===== src/rtl/ysyx_22050078_pipe_ctrl_pkg.sv =====
// Shared widths and sequencer state encoding for the pipeline stall/flush controller.
package ysyx_22050078_pipe_ctrl_pkg;

    localparam int unsigned REG_ADDRW = 5;

    typedef enum logic [1:0] {
        PIPE_ST_IDLE = 2'b00,
        PIPE_ST_WAIT = 2'b01,
        PIPE_ST_ERR  = 2'b10
    } pipe_st_e;

endpackage


===== src/rtl/ysyx_22050078_pipe_ctrl_hazard.sv =====
// Load-use detector: ID reads a register that the load currently in EX will write.
module ysyx_22050078_hazard_det
    import ysyx_22050078_pipe_ctrl_pkg::*;
(
    input  logic [REG_ADDRW-1:0] i_rs1_addr,
    input  logic [REG_ADDRW-1:0] i_rs2_addr,
    input  logic                 i_rs1_ren,
    input  logic                 i_rs2_ren,
    input  logic [REG_ADDRW-1:0] i_rd_addr,
    input  logic                 i_lden,
    output logic                 o_load_use
);

    logic w_rs1_hit;
    logic w_rs2_hit;

    assign w_rs1_hit  = i_rs1_ren && (i_rs1_addr == i_rd_addr);
    assign w_rs2_hit  = i_rs2_ren && (i_rs2_addr == i_rd_addr);
    // x0 is hardwired zero, so a load targeting it never creates a dependency
    assign o_load_use = i_lden && (i_rd_addr != '0) && (w_rs1_hit || w_rs2_hit);

endmodule


===== src/rtl/ysyx_22050078_pipe_ctrl.sv =====
// Pipeline stall/flush sequencer with data-memory wait FSM and watchdog.
// Optional performance counters enabled by defining YSYX_PIPE_PERF_EN.
module ysyx_22050078_pipe_ctrl
    import ysyx_22050078_pipe_ctrl_pkg::*;
#(
    parameter int unsigned TIMEOUT_W = 8
`ifdef YSYX_PIPE_PERF_EN
    ,
    parameter int unsigned PERF_CNTW = 32
`endif
) (
    input  logic                 i_clk,
    input  logic                 i_rst_n,
    input  logic [REG_ADDRW-1:0] i_idu_rs1_addr,
    input  logic [REG_ADDRW-1:0] i_idu_rs2_addr,
    input  logic                 i_idu_rs1_ren,
    input  logic                 i_idu_rs2_ren,
    input  logic [REG_ADDRW-1:0] i_exu_rd_addr,
    input  logic                 i_exu_lden,
    input  logic                 i_exu_redirect,
    input  logic                 i_lsu_req,
    input  logic                 i_mem_ready,
    output logic                 o_mem_valid,
    output logic                 o_pc_wen,
    output logic                 o_ifid_wen,
    output logic                 o_idex_wen,
    output logic                 o_exls_wen,
    output logic                 o_lswb_wen,
    output logic                 o_ifid_flush,
    output logic                 o_idex_flush,
    output logic                 o_lswb_flush,
    output logic                 o_mem_err
`ifdef YSYX_PIPE_PERF_EN
    ,
    output logic [PERF_CNTW-1:0] o_perf_memstall,
    output logic [PERF_CNTW-1:0] o_perf_ldstall,
    output logic [PERF_CNTW-1:0] o_perf_flush
`endif
);

    localparam logic [TIMEOUT_W-1:0] WD_LAST = {TIMEOUT_W{1'b1}} - TIMEOUT_W'(1);

    pipe_st_e             r_state;
    pipe_st_e             w_state_nxt;
    logic [TIMEOUT_W-1:0] r_wd;
    logic [TIMEOUT_W-1:0] w_wd_nxt;
    logic                 w_mem_stall;
    logic                 w_load_use;
    logic                 w_redirect_act;
    logic                 w_load_use_act;

    ysyx_22050078_hazard_det u_hazard_det (
        .i_rs1_addr (i_idu_rs1_addr),
        .i_rs2_addr (i_idu_rs2_addr),
        .i_rs1_ren  (i_idu_rs1_ren),
        .i_rs2_ren  (i_idu_rs2_ren),
        .i_rd_addr  (i_exu_rd_addr),
        .i_lden     (i_exu_lden),
        .o_load_use (w_load_use)
    );

    always_ff @(posedge i_clk or negedge i_rst_n) begin
        if (!i_rst_n) begin
            r_state <= PIPE_ST_IDLE;
            r_wd    <= '0;
        end else begin
            r_state <= w_state_nxt;
            r_wd    <= w_wd_nxt;
        end
    end

    // Memory wait FSM: request handshake, watchdog, stall generation
    always_comb begin
        w_state_nxt = r_state;
        w_wd_nxt    = r_wd;
        w_mem_stall = 1'b0;
        o_mem_valid = 1'b0;
        o_mem_err   = 1'b0;
        unique case (r_state)
            PIPE_ST_IDLE: begin
                o_mem_valid = i_lsu_req;
                w_wd_nxt    = '0;
                if (i_lsu_req && !i_mem_ready) begin
                    w_mem_stall = 1'b1;
                    w_state_nxt = PIPE_ST_WAIT;
                end
            end
            PIPE_ST_WAIT: begin
                o_mem_valid = 1'b1;
                w_mem_stall = !i_mem_ready;
                if (i_mem_ready) begin
                    w_state_nxt = PIPE_ST_IDLE;
                    w_wd_nxt    = '0;
                end else begin
                    w_wd_nxt = r_wd + TIMEOUT_W'(1);
                    if (r_wd == WD_LAST) begin
                        w_state_nxt = PIPE_ST_ERR;
                    end
                end
            end
            PIPE_ST_ERR: begin
                w_mem_stall = 1'b1;
                o_mem_err   = 1'b1;
            end
            default: begin
                w_state_nxt = PIPE_ST_IDLE;
                w_wd_nxt    = '0;
            end
        endcase
    end

    assign w_redirect_act = !w_mem_stall && i_exu_redirect;
    assign w_load_use_act = !w_mem_stall && !i_exu_redirect && w_load_use;

    // Priority mux: memory stall freezes everything, then redirect, then load-use bubble
    always_comb begin
        o_pc_wen     = 1'b1;
        o_ifid_wen   = 1'b1;
        o_idex_wen   = 1'b1;
        o_exls_wen   = 1'b1;
        o_lswb_wen   = 1'b1;
        o_ifid_flush = 1'b0;
        o_idex_flush = 1'b0;
        o_lswb_flush = 1'b0;
        if (w_mem_stall) begin
            o_pc_wen     = 1'b0;
            o_ifid_wen   = 1'b0;
            o_idex_wen   = 1'b0;
            o_exls_wen   = 1'b0;
            // LS/WB takes a bubble so the stalled instruction is not committed twice
            o_lswb_flush = 1'b1;
        end else if (w_redirect_act) begin
            o_ifid_flush = 1'b1;
            o_idex_flush = 1'b1;
        end else if (w_load_use_act) begin
            o_pc_wen     = 1'b0;
            o_ifid_wen   = 1'b0;
            o_idex_flush = 1'b1;
        end
    end

`ifdef YSYX_PIPE_PERF_EN
    logic [PERF_CNTW-1:0] r_perf_memstall;
    logic [PERF_CNTW-1:0] r_perf_ldstall;
    logic [PERF_CNTW-1:0] r_perf_flush;

    // Saturating event counters
    always_ff @(posedge i_clk or negedge i_rst_n) begin
        if (!i_rst_n) begin
            r_perf_memstall <= '0;
            r_perf_ldstall  <= '0;
            r_perf_flush    <= '0;
        end else begin
            if (w_mem_stall && (r_perf_memstall != '1)) begin
                r_perf_memstall <= r_perf_memstall + PERF_CNTW'(1);
            end
            if (w_load_use_act && (r_perf_ldstall != '1)) begin
                r_perf_ldstall <= r_perf_ldstall + PERF_CNTW'(1);
            end
            if (w_redirect_act && (r_perf_flush != '1)) begin
                r_perf_flush <= r_perf_flush + PERF_CNTW'(1);
            end
        end
    end

    assign o_perf_memstall = r_perf_memstall;
    assign o_perf_ldstall  = r_perf_ldstall;
    assign o_perf_flush    = r_perf_flush;
`endif

endmodule

===== config.mk =====
export PLATFORM = sky130hd
export DESIGN_NAME = ysyx_22050078_pipe_ctrl
export DESIGN_NICKNAME = d
export VERILOG_FILES = /design/src/rtl/ysyx_22050078_pipe_ctrl_pkg.sv /design/src/rtl/ysyx_22050078_pipe_ctrl_hazard.sv /design/src/rtl/ysyx_22050078_pipe_ctrl.sv
export SDC_FILE = /design/constraint.sdc
export NUM_CORES = 1
export LEC_CHECK = 0
export ABC_AREA = 1
export BUFFER_PORTS_ARGS = -buffer_cell sky130_fd_sc_hd__buf_4
export CORE_MARGIN = 2
export CORE_UTILIZATION = 45
export CTS_BUF_LIST = sky130_fd_sc_hd__clkbuf_8
export DETAILED_ROUTE_END_ITERATION = 8
export PLACE_DENSITY_LB_ADDON = 0.25
export SYNTH_ARGS = -nofsm -noshare
export SYNTH_HDL_FRONTEND = slang
export SYNTH_HIERARCHICAL = 1
export SYNTH_SLANG_ARGS = --single-unit

===== constraint.sdc =====
create_clock -name i_clk -period 1.3 [get_ports i_clk]
set_input_delay 0.13 -clock i_clk [delete_from_list [all_inputs] [get_ports i_clk]]
set_output_delay 0.13 -clock i_clk [all_outputs]
set_load 0.005 [all_outputs]

==> report_table.html <==
<table>
<tr><th>Metric</th><th>Value</th></tr>
<tr><th colspan="2">Status</th></tr>
<tr><td>Run status</td><td>finished, violations left</td></tr>
<tr><td>Failing checks</td><td>negative setup slack</td></tr>
<tr><th colspan="2">Power</th></tr>
<tr><td>Power Total</td><td>0.000750 W</td></tr>
<tr><td>Reg power frac</td><td>41.6%</td></tr>
<tr><td>Internal power component</td><td>0.000579 W</td></tr>
<tr><td>Leakage power</td><td>between 0.8 and 0.9 nW</td></tr>
<tr><td>Share of power burned in combinational logic</td><td>16.5%</td></tr>
<tr><td>Fraction of power consumed by the clock network</td><td>about two fifths</td></tr>
<tr><td>Switching share of total power</td><td>22.9%</td></tr>
<tr><td>Power density relative to cell area</td><td>roughly 600 nW/um2</td></tr>
<tr><td>Switching power</td><td>0.000172 W</td></tr>
<tr><td>Max IR drop VDD</td><td>0.591 mV</td></tr>
<tr><th colspan="2">STA</th></tr>
<tr><td>RSZ-0062 raised after global routing</td><td>yes</td></tr>
<tr><td>Final clock period utilization by the worst path</td><td>104%</td></tr>
<tr><td>Final Max Tran Viols</td><td>0</td></tr>
<tr><td>Fin worst setup slack</td><td>-52.7 ps</td></tr>
<tr><td>Post-route minimum period</td><td>1350 ps</td></tr>
<tr><td>Setup clock skew after layout</td><td>4.69 ps</td></tr>
<tr><td>Finish-stage setup viols</td><td>6</td></tr>
<tr><td>Final hold vios</td><td>0</td></tr>
<tr><td>Maximum clock frequency</td><td>roughly 0.74 GHz</td></tr>
<tr><th colspan="2">Clock tree</th></tr>
<tr><td>Clock transition at the registers of the reported paths</td><td>50 ps</td></tr>
<tr><td>Clock root buffer</td><td>clkbuf_8</td></tr>
<tr><td>Number of sinks driven by the clock tree</td><td>10</td></tr>
<tr><td>Number of CTS-inserted buffers</td><td>3</td></tr>
<tr><td>Worst skew pair latency</td><td>230 ps</td></tr>
<tr><td>Htree depth</td><td>1</td></tr>
<tr><td>Clock tree from TritonCTS</td><td>done</td></tr>
<tr><td>Maximum buffer depth of the clock tree</td><td>2</td></tr>
<tr><th colspan="2">Route</th></tr>
<tr><td>Routed Antenna Nets</td><td>0</td></tr>
<tr><td>Total Wirelength</td><td>2170 um</td></tr>
<tr><td>DRC violation count after routing</td><td>0</td></tr>
<tr><td>Met1 wire length</td><td>836 um</td></tr>
<tr><td>DRC violation total after the first TritonRoute iteration</td><td>28</td></tr>
<tr><td>Total number of vias</td><td>around 1000</td></tr>
<tr><td>Drt wl/cell</td><td>10.5 um</td></tr>
<tr><td>First-pass DRT Iterations</td><td>4</td></tr>
<tr><td>Mean number of vias per cell</td><td>about 4.7</td></tr>
<tr><td>Top routing layer used</td><td>met4</td></tr>
<tr><td>Amount of wire on met3 after detailed routing</td><td>136 um</td></tr>
<tr><td>Total met2 wirelength after detailed routing</td><td>1140 um</td></tr>
<tr><th colspan="2">Synth</th></tr>
<tr><td>Netlist Area Pre-Place</td><td>848 um2</td></tr>
<tr><td>Instance count of the mapped netlist</td><td>143</td></tr>
<tr><td>Distinct cell type count after synthesis</td><td>19</td></tr>
<tr><td>Avg Cell Area, Syn</td><td>5.93 um2</td></tr>
<tr><td>Net count of the mapped netlist</td><td>~170</td></tr>
<tr><td>Async set-or-reset flop fraction in the synthesized netlist</td><td>100%</td></tr>
<tr><td>Post-synthesis sequential element count</td><td>10</td></tr>
<tr><td>Sequential element share of the synthesized area</td><td>slightly below 30%</td></tr>
<tr><td>Count of flip-flops with a built-in enable after synthesis</td><td>0</td></tr>
<tr><td>Dominant synthesized flop cell</td><td>dfrtp_1</td></tr>
<tr><td>Number of warnings reported in the yosys synthesis log</td><td>6</td></tr>
<tr><th colspan="2">GRT</th></tr>
<tr><td>Pin count of the biggest net entering global routing</td><td>11</td></tr>
<tr><td>Via count of the first global-routing pass</td><td>about 810</td></tr>
<tr><td>Number of antenna violations at the first check in global routing</td><td>0</td></tr>
<tr><td>Wire length of the first global-routing pass</td><td>around 3100 um</td></tr>
<tr><td>Overall global routing resource usage</td><td>between 10% and 20%</td></tr>
<tr><td>Overflow left after global routing</td><td>0</td></tr>
<tr><th colspan="2">Place</th></tr>
<tr><td>Post-Place Cell Area</td><td>1100 um2</td></tr>
<tr><td>Number of input and output port buffers inserted</td><td>31</td></tr>
<tr><td>Cell Count Post-Placement</td><td>197</td></tr>
<tr><td>Final weighted congestion of routability-driven global placement</td><td>0.858</td></tr>
<tr><td>Dpl hpwl</td><td>~1600 um</td></tr>
<tr><th colspan="2">Floorplanning</th></tr>
<tr><td>Core area</td><td>1750 um2</td></tr>
<tr><td>Placement Rows</td><td>15</td></tr>
<tr><td>Die Area</td><td>2250 um2</td></tr>
<tr><td>Count of boundary I/O pins</td><td>33</td></tr>
<tr><td>Height of the die</td><td>47.4 um</td></tr>
<tr><td>Floorplan die width</td><td>around 47 um</td></tr>
<tr><td>Initial core utilization</td><td>48.6%</td></tr>
<tr><th colspan="2">Worst setup path</th></tr>
<tr><td>Sequence of cells on the critical path</td><td>inv_4 &gt; nor2_4 &gt; inv_2 &gt; nand3_4 &gt; a21oi_4 &gt; buf_4</td></tr>
<tr><td>Worst Path Max Fanout</td><td>5</td></tr>
<tr><td>Critical Setup Path Class</td><td>flop to output port</td></tr>
<tr><td>Peak per-stage delay on the critical path</td><td>around 390 ps</td></tr>
<tr><td>Type of element capturing the critical path</td><td>output port</td></tr>
<tr><td>Startpoint Class</td><td>flop</td></tr>
<tr><td>Crit path max-delay cell type</td><td>dfrtp_1</td></tr>
<tr><td>Worst endpoint required time</td><td>1170 ps</td></tr>
<tr><td>Endpoint arrival time on the critical path</td><td>1220 ps</td></tr>
<tr><th colspan="2">Hold path</th></tr>
<tr><td>Min-Delay Path Class</td><td>input port to asynchronous set/reset pin</td></tr>
<tr><th colspan="2">Final layout</th></tr>
<tr><td>Post-route cell area</td><td>1250 um2</td></tr>
<tr><td>Fraction of layout instances using a drive strength above 1</td><td>approximately 32%</td></tr>
<tr><td>Post-route insts no fill</td><td>206</td></tr>
<tr><td>Antenna diode count</td><td>0</td></tr>
<tr><td>Fraction of the core area covered by cells at the end of the flow</td><td>71.6%</td></tr>
<tr><td>Area growth syn-to-layout</td><td>47.3%</td></tr>
<tr><td>Final net count</td><td>208</td></tr>
<tr><th colspan="2">Job</th></tr>
<tr><td>Max-cap violation count</td><td>0</td></tr>
</table>
[power by group through the flow]
stage	Combinational, W	Sequential [W]	Clock [W]
after floorplan	0.0000472	0.000317	0
after global placement	0.000114	0.000317	0
after detailed placement	0.000116	0.000317	0
after CTS	0.000121	0.000312	0.000320
after global routing	0.000141	0.000312	0.000342
final	0.000124	0.000312	0.000314
[state kept, by name (all words and copies together) (netlist names)]
register	flops
r_state	2
r_wd	8
[placed cells by master, fill, tap and decap left out]
| cell | count |
|---|---|
| nand2_1 | 49 |
| buf_4 | 36 |
| inv_1 | 23 |
| nor2_1 | 13 |
| nand3_1 | 12 |
| dfrtp_1 | 9 |
| inv_2 | 5 |
| o21ai_0 | 5 |
| nand3_4 | 3 |
| nand2_2 | 3 |
| o21bai_1 | 3 |
| clkbuf_8 | 3 |
| a21oi_2 | 2 |
| o21ai_1 | 2 |
| ha_1 | 2 |
| inv_4 | 1 |
| nor2_4 | 1 |
| a21oi_4 | 1 |
| nor3_2 | 1 |
| o22ai_1 | 1 |
| conb_1 | 1 |
| dlygate4sd3_1 | 1 |
| buf_6 | 1 |
| dfrtp_2 | 1 |
| a21oi_1 | 1 |
| nand4_1 | 1 |
[routing by layer]
metal,vias to the layer above,GRT usage (%)
met5,-,0
met3,7,3.40
met1,428,22.1
met2,33,35.4
li1,508,-
met4,0,7.22
[path summary, 6_finish.rpt]
check	end	start	slack [ps]	depth (start not counted)
setup / recovery	o_ifid_wen	r_state[1]	-50	6
hold / removal	r_wd[1]	i_rst_n	270	2
setup reg to reg	r_wd[4]	r_wd[0]	120	6
hold reg to reg	r_wd[6]	r_wd[6]	520	2
max in group asynchronous	r_state[0]	i_rst_n	880	2
min in group i_clk	r_state[0]	i_mem_ready	310	4
[area by class of cell]
type | count | area, um2
Clock buffer | 3 | 41.3
Fill cell | 147 | 495
Inverter | 29 | 111
Multi-Input combinational cell | 101 | 523
Sequential cell | 10 | 251
Tap cell | 25 | 31.3
Timing Repair Buffer | 38 | 292
[worst max-delay path: cells and delay by family, from the launching register on]
kind	cells	cell delay, ps
AO/OA/AOI/OAI	1	130
AND/OR/NAND/NOR	2	150
flip-flops	1	390
buffers and inverters	3	310
[stage by stage]
stage | setup slack (ps) | hold WS [ps] | setup TNS [ps]
after floorplan | 77.5 | -166 | 0
after global placement | 73.7 | -35.8 | 0
after detailed placement | 57.0 | -34.2 | 0
after CTS | -14.5 | 261 | -39.6
after global routing | -113 | 277 | -626
final | -52.7 | 266 | -229
[cell usage after synthesis (2+ instances only)]
cell type / instances / area (um2)
buf_4: 3 / 22.5
o21ai_0: 5 / 25.0
a21oi_1: 4 / 20.0
o21ai_1: 2 / 10.0
nand3_2: 2 / 20.0
o21bai_1: 3 / 22.5
ha_1: 2 / 25.0
inv_1: 25 / 93.8
dfrtp_1: 10 / 250
nand3_1: 13 / 65.1
nand2_1: 49 / 184
nand2_2: 3 / 18.8
nor2_1: 13 / 48.8
inv_2: 4 / 15.0
[logic make-up (layout without fill, tap and decap cells)]
family          count (synthesis)  after routing  synth area share, %
buf+inv                        32             70                 15.5
flops                          10             10                 29.5
fa+ha+maj                       2              2                 2.95
other cells                     1              1                0.442
compound gates                 15             15                 9.88
simple gates                   83             83                 41.7
[repair_timing]
item | 4_1_cts | 5_1_grt
gates resized for setup | 7 | 8
endpoints found under the hold margin | 10 | 0
setup buffers | 3 | 2
endpoints found under the setup margin | 6 | 9
hold buffers | 1 | 0
pin swaps | 0 | 1
(Power assumes the default switching activity.)
